## src/rtl/impact_sram_wb_ctrl_if.sv

```systemverilog
// Wishbone-classic bus bundle between the Caravel user-project bus and the SRAM controller.
interface impact_sram_wb_ctrl_if;
  logic        wbs_cyc_i;
  logic        wbs_stb_i;
  logic        wbs_we_i;
  logic [3:0]  wbs_sel_i;
  logic [31:0] wbs_adr_i;
  logic [31:0] wbs_dat_i;
  logic        wbs_ack_o;
  logic [31:0] wbs_dat_o;

  modport master (
    output wbs_cyc_i, wbs_stb_i, wbs_we_i, wbs_sel_i, wbs_adr_i, wbs_dat_i,
    input  wbs_ack_o, wbs_dat_o
  );

  modport slave (
    input  wbs_cyc_i, wbs_stb_i, wbs_we_i, wbs_sel_i, wbs_adr_i, wbs_dat_i,
    output wbs_ack_o, wbs_dat_o
  );
endinterface

```

## src/rtl/impact_sram_wb_ctrl.sv

```systemverilog
// Wishbone slave driving port 0 of a 1024x32 dual-port SRAM macro; byte-lane writes
// are done as read-modify-write because the macro has no write mask.
module impact_sram_wb_ctrl #(
  parameter logic [31:0] BASE_ADDR  = 32'h3000_0000,
  parameter int unsigned ADDR_WIDTH = 10,
  parameter int unsigned DATA_WIDTH = 32
) (
  input  logic                  wb_clk_i,
  input  logic                  wb_rst_i,
  impact_sram_wb_ctrl_if.slave  wbs,
  output logic                  sram_csb0,
  output logic                  sram_web0,
  output logic [ADDR_WIDTH-1:0] sram_addr0,
  output logic [DATA_WIDTH-1:0] sram_din0,
  input  logic [DATA_WIDTH-1:0] sram_dout0,
  output logic                  sram_csb1,
  output logic [ADDR_WIDTH-1:0] sram_addr1
);

  localparam int unsigned TagLsb = ADDR_WIDTH + 2;
  localparam int unsigned Lanes  = DATA_WIDTH / 8;

  typedef enum logic [2:0] {StIdle, StRd, StRdCap, StWr, StAck} state_e;

  state_e                  state_q, state_d;
  logic                    ack_q, ack_d;
  logic [DATA_WIDTH-1:0]   dat_q, dat_d;
  logic                    csb0_q, csb0_d;
  logic                    web0_q, web0_d;
  logic [ADDR_WIDTH-1:0]   addr0_q, addr0_d;
  logic [DATA_WIDTH-1:0]   din0_q, din0_d;
  logic [DATA_WIDTH-1:0]   wdata_q, wdata_d;
  logic [Lanes-1:0]        sel_q, sel_d;
  logic                    rmw_q, rmw_d;
  logic                    hit;
  logic [DATA_WIDTH-1:0]   merged;
  logic                    unused_adr;

  assign unused_adr = ^wbs.wbs_adr_i[1:0];

  // Gating on ack_q blocks a second accept while the master is still dropping stb.
  assign hit = wbs.wbs_cyc_i && wbs.wbs_stb_i && !ack_q &&
               (wbs.wbs_adr_i[31:TagLsb] == BASE_ADDR[31:TagLsb]);

  always_comb begin
    merged = sram_dout0;
    for (int i = 0; i < int'(Lanes); i++) begin
      if (sel_q[i]) merged[i*8 +: 8] = wdata_q[i*8 +: 8];
    end
  end

  always_comb begin
    state_d = state_q;
    ack_d   = 1'b0;
    dat_d   = dat_q;
    csb0_d  = 1'b1;
    web0_d  = 1'b1;
    addr0_d = addr0_q;
    din0_d  = din0_q;
    wdata_d = wdata_q;
    sel_d   = sel_q;
    rmw_d   = rmw_q;
    unique case (state_q)
      StIdle: begin
        if (hit) begin
          if (!wbs.wbs_we_i) begin
            addr0_d = wbs.wbs_adr_i[TagLsb-1:2];
            csb0_d  = 1'b0;
            rmw_d   = 1'b0;
            state_d = StRd;
          end else if (wbs.wbs_sel_i == 4'hF) begin
            addr0_d = wbs.wbs_adr_i[TagLsb-1:2];
            csb0_d  = 1'b0;
            web0_d  = 1'b0;
            din0_d  = wbs.wbs_dat_i;
            state_d = StWr;
          end else if (wbs.wbs_sel_i != 4'h0) begin
            addr0_d = wbs.wbs_adr_i[TagLsb-1:2];
            csb0_d  = 1'b0;
            wdata_d = wbs.wbs_dat_i;
            sel_d   = wbs.wbs_sel_i;
            rmw_d   = 1'b1;
            state_d = StRd;
          end else begin
            state_d = StAck;
          end
        end
      end
      StRd: begin
        state_d = StRdCap;
      end
      StRdCap: begin
        if (rmw_q) begin
          csb0_d  = 1'b0;
          web0_d  = 1'b0;
          din0_d  = merged;
          rmw_d   = 1'b0;
          state_d = StWr;
        end else begin
          dat_d   = sram_dout0;
          ack_d   = 1'b1;
          state_d = StIdle;
        end
      end
      StWr: begin
        ack_d   = 1'b1;
        state_d = StIdle;
      end
      StAck: begin
        ack_d   = 1'b1;
        state_d = StIdle;
      end
      default: state_d = StIdle;
    endcase
  end

  always_ff @(posedge wb_clk_i) begin
    if (wb_rst_i) begin
      state_q <= StIdle;
      ack_q   <= 1'b0;
      dat_q   <= '0;
      csb0_q  <= 1'b1;
      web0_q  <= 1'b1;
      addr0_q <= '0;
      din0_q  <= '0;
      wdata_q <= '0;
      sel_q   <= '0;
      rmw_q   <= 1'b0;
    end else begin
      state_q <= state_d;
      ack_q   <= ack_d;
      dat_q   <= dat_d;
      csb0_q  <= csb0_d;
      web0_q  <= web0_d;
      addr0_q <= addr0_d;
      din0_q  <= din0_d;
      wdata_q <= wdata_d;
      sel_q   <= sel_d;
      rmw_q   <= rmw_d;
    end
  end

  assign wbs.wbs_ack_o = ack_q;
  assign wbs.wbs_dat_o = dat_q;
  assign sram_csb0     = csb0_q;
  assign sram_web0     = web0_q;
  assign sram_addr0    = addr0_q;
  assign sram_din0     = din0_q;
  assign sram_csb1     = 1'b1;
  assign sram_addr1    = '0;

endmodule
```

## src/flat_wrapper.sv

```systemverilog
// flat-port wrapper written by rule: the top's interface ports become plain ports
module impact_sram_wb_ctrl_flat 
#(
  parameter logic [31:0] BASE_ADDR  = 32'h3000_0000,
  parameter int unsigned ADDR_WIDTH = 10,
  parameter int unsigned DATA_WIDTH = 32
)
  (wb_clk_i, wb_rst_i, sram_csb0, sram_web0, sram_addr0, sram_din0, sram_dout0, sram_csb1, sram_addr1, wbs_wbs_cyc_i, wbs_wbs_stb_i, wbs_wbs_we_i, wbs_wbs_sel_i, wbs_wbs_adr_i, wbs_wbs_dat_i, wbs_wbs_ack_o, wbs_wbs_dat_o);
  impact_sram_wb_ctrl_if wbs_i ();
  input  logic wb_clk_i;
  input  logic wb_rst_i;
  output logic sram_csb0;
  output logic sram_web0;
  output logic [ADDR_WIDTH-1:0] sram_addr0;
  output logic [DATA_WIDTH-1:0] sram_din0;
  input  logic [DATA_WIDTH-1:0] sram_dout0;
  output logic sram_csb1;
  output logic [ADDR_WIDTH-1:0] sram_addr1;
  input wire logic [$bits(wbs_i.wbs_cyc_i)-1:0] wbs_wbs_cyc_i;
  input wire logic [$bits(wbs_i.wbs_stb_i)-1:0] wbs_wbs_stb_i;
  input wire logic [$bits(wbs_i.wbs_we_i)-1:0] wbs_wbs_we_i;
  input wire logic [$bits(wbs_i.wbs_sel_i)-1:0] wbs_wbs_sel_i;
  input wire logic [$bits(wbs_i.wbs_adr_i)-1:0] wbs_wbs_adr_i;
  input wire logic [$bits(wbs_i.wbs_dat_i)-1:0] wbs_wbs_dat_i;
  output wire logic [$bits(wbs_i.wbs_ack_o)-1:0] wbs_wbs_ack_o;
  output wire logic [$bits(wbs_i.wbs_dat_o)-1:0] wbs_wbs_dat_o;
  assign wbs_i.wbs_cyc_i = wbs_wbs_cyc_i;
  assign wbs_i.wbs_stb_i = wbs_wbs_stb_i;
  assign wbs_i.wbs_we_i = wbs_wbs_we_i;
  assign wbs_i.wbs_sel_i = wbs_wbs_sel_i;
  assign wbs_i.wbs_adr_i = wbs_wbs_adr_i;
  assign wbs_i.wbs_dat_i = wbs_wbs_dat_i;
  assign wbs_wbs_ack_o = wbs_i.wbs_ack_o;
  assign wbs_wbs_dat_o = wbs_i.wbs_dat_o;
  impact_sram_wb_ctrl #(.BASE_ADDR(BASE_ADDR), .ADDR_WIDTH(ADDR_WIDTH), .DATA_WIDTH(DATA_WIDTH)) u_core (.wb_clk_i(wb_clk_i), .wb_rst_i(wb_rst_i), .wbs(wbs_i), .sram_csb0(sram_csb0), .sram_web0(sram_web0), .sram_addr0(sram_addr0), .sram_din0(sram_din0), .sram_dout0(sram_dout0), .sram_csb1(sram_csb1), .sram_addr1(sram_addr1));
endmodule
```

## config.mk

```make
export PLATFORM = sky130hd
export DESIGN_NAME = impact_sram_wb_ctrl_flat
export DESIGN_NICKNAME = d
export VERILOG_FILES = /design/src/rtl/impact_sram_wb_ctrl_if.sv /design/src/rtl/impact_sram_wb_ctrl.sv /design/src/flat_wrapper.sv
export SDC_FILE = /design/constraint.sdc
export NUM_CORES = 1
export LEC_CHECK = 0
export BUFFER_PORTS_ARGS = -buffer_cell sky130_fd_sc_hd__clkbuf_2
export CORE_MARGIN = 10
export CORE_UTILIZATION = 51
export DETAILED_ROUTE_END_ITERATION = 12
export MAX_ROUTING_LAYER = met4
export PLACE_DENSITY = 0.81
export SLEW_MARGIN = 20
export SYNTH_ARGS = -nofsm -noshare
export SYNTH_HDL_FRONTEND = slang
export SYNTH_SLANG_ARGS = --single-unit
```

## constraint.sdc

```tcl
create_clock -name wb_clk_i -period 2.3 [get_ports wb_clk_i]
set_input_delay 0.575 -clock wb_clk_i [delete_from_list [all_inputs] [get_ports wb_clk_i]]
set_output_delay 0.575 -clock wb_clk_i [all_outputs]
set_load 0.01 [all_outputs]
```

==> run summary <==
outcome -> finished clean
Netlist cell types -> 39
total setup buffers inserted after CTS -> 0
dpl hpwl -> 12,240 µm
DRC viols -> 0
Layout Utilization -> 0.6601
Ys Warns -> 0
largest net degree at the start of global routing -> 61
#FFs+latches synth -> 117
WP data arrival -> 2500 ps
Reg clk slew, reported paths -> 50 ps
CTS max path bufs -> 2
Cell Area, Synth -> 5655 µm²
Fill cells -> 859
DR vias/cell -> 5.909
WL/cell -> 18.25 µm
GP Congestion -> 0.8851
GRT overflow -> 0
Syn Inst Count -> 643
count leader, synth -> dfxtp_1
TritonCTS clock tree -> built
Nets -> 900
ANT cells -> 0
worst path required time -> 2710 ps
clk_skew -> 7.182 ps
worst-path fanout max -> 24
leading post-synthesis cells by cell area -> dfxtp_1 41%, mux2i_1 11%, a21oi_1 7.1%, o31ai_1 6.1%, nand4_1 5.3%
drt pass-1 iters -> 5
worst-skew pair later-pin latency -> 530 ps
VDD IR max -> 0.5394 mV
final wirelength -> 17,300 µm
min Tclk post-route -> 2094 ps
H-Tree Depth -> 4
asr flop ratio synth -> 0
Num CTS Buffers -> 17
setup tns final -> 0 ps
Root Driver -> clkbuf_8
Max Cap Viol -> 0
die area -> 15,700 µm²
Post-CTS Hold Buffers -> 0
Seq/Total Area, Yosys -> 0.4142
PostCTS Resize Cnt -> 0
vias in the first global route -> 5,399
most area-hungry cell type in the Yosys netlist -> dfxtp_1
initial antenna violation count -> 0
Cell Pwr Density -> 676.2 nW/µm²
clock sinks -> 117
DR WL met3 -> 1124 µm
top-area cell type share of the netlist area -> 0.4142
initial drt markers -> 600
# IOs -> 193
Post-synth EDFFs -> 0
DP Area -> 6588 µm²
layout cells sized above 1 -> 0.2958
Synth Area per Inst -> 8.795 µm²
Top Layer Used -> met4
Final Cell Area -> 7156 µm²
Fmax -> 477.6 MHz
met1 WL -> 7228 µm
Core ar. -> 10,840 µm²
synth cell count leaders -> 117 x dfxtp_1, 80 x a21oi_1, 68 x nand2_1, 64 x mux2i_1, 48 x nand4_1
Worst Hold Class -> input port to flip-flop
Die Width -> 125.3 µm
Area Growth Syn to Fin -> 26.53%
RSZ-0062 raised after global routing -> no
Crit. End Element -> flip-flop
max-slew violations -> 0
P_leak -> 3.022 nW
Initial Utilization -> 0.5217
die outline height -> 125.3 µm
Slew @ Worst Pin -> 609.3 ps
Top FF cell, synth -> dfxtp_1
I/O Buffers -> 179
Routed Antenna Nets -> 0
final worst path period share -> 0.9103
Met2 Wirelength -> 8607 µm
max_slew headroom -> 0.5938
Critical Path Start Type -> flip-flop
global-route wire length before repair -> 27,900 µm
final hold vios -> 0
Total GRT Usage -> 0.2181
Rows -> 38
Setup CP Type -> flip-flop to flip-flop
Tot Pwr -> 4.839 mW
final setup vio count -> 0
via count -> 5,602
-- state kept, by name (all words and copies together) (netlist names) --
register and flops:
u_core.rmw_q 1, u_core.sel_q 4, u_core.sram_addr0 10, u_core.sram_csb0 1, u_core.sram_din0 32, u_core.sram_web0 1
u_core.state_q 3, u_core.wbs.wbs_ack_o 1, u_core.wbs.wbs_dat_o 32, u_core.wdata_q 32
-- per-stage QoR --
| step | hold WS [ps] | cells | setup WS (ps) |
|---|---|---|---|
| 2_1_floorplan | 448.0 | 652 | 226.5 |
| 3_3_place_gp | 441.2 | 916 | 156.6 |
| 3_5_place_dp | 446.7 | 916 | 99.26 |
| 4_1_cts | 265.5 | 948 | 289.6 |
| 5_1_grt | 282.4 | 948 | 134.5 |
| 6_report | 287.6 | 948 | 206.3 |
-- layout by cell type, fill, tap and decap left out, drive strengths merged, types with 2 or more instances in the layout --
cell type	Yosys	layout
nand4	48	48
nor4	6	6
nor3	5	5
nand3	2	2
and2	2	2
nor2b	2	2
nand2	68	68
nor2	35	35
or3	2	2
nor3b	3	3
conb	2	11
mux2i	64	64
o21ai	3	3
nand2b	34	34
a211o	32	32
o31ai	46	46
a21oi	80	80
clkbuf	43	208
dfxtp	117	117
or4	3	3
a211oi	2	2
buf	35	24
-- critical path: stages, from the launching register on --
cell,delay [ps]
dfxtp_1,420
or4b_4,630
nand3b_4,300
buf_12,230
o31ai_1,260
a21oi_1,120
-- path summary, 6_finish.rpt --
path / start / endpoint / slack [ps] / depth (start not counted)
hold / removal: sram_dout0[24] / u_core.wbs.wbs_dat_o[24] / 290 / 3
setup / recovery: u_core.state_q[2] / u_core.wdata_q[25] / 210 / 5
setup reg to reg: u_core.state_q[2] / u_core.wdata_q[25] / 210 / 5
hold reg to reg: u_core.wbs.wbs_dat_o[2] / u_core.wbs.wbs_dat_o[2] / 450 / 2
-- logic make-up (layout without fill, tap and decap cells) --
kind of cell | count (synthesis) | count (layout) | synth area share
buffers and inverters | 78 | 234 | 0.07611
muxes | 64 | 64 | 0.1133
and+or+nand+nor | 216 | 216 | 0.2009
other | 2 | 11 | 0.001328
AOI/OAI and AO/OA | 166 | 166 | 0.1942
DFF | 117 | 117 | 0.4142
-- metal layers --
metal,GRT usage,vias to the layer above
li1,-,2638
met1,0.2612,2680
met2,0.3487,253
met3,0.05365,31
met4,0.07995,0
met5,-,-
-- final cells by class --
class	count	area (µm²)	share of cell area
clock buffers	30	533.0	0.07449
clock inverters	2	35.03	0.004896
multi-input cells	457	2937	0.4104
flip-flops and latches	117	2342	0.3273
well taps	140	175.2	0.02448
repair buffers	202	1134	0.1584
-- power breakdown --
part | leakage, nW | total, mW | switching (mW) | internal (mW)
Combinational | 1.80 | 0.301 | 0.167 | 0.135
Sequential | 0.942 | 2.03 | 0.000000188 | 2.03
Clock | 0.280 | 2.51 | 0.874 | 1.63
No activity file was read; power rests on OpenSTA's default activity.
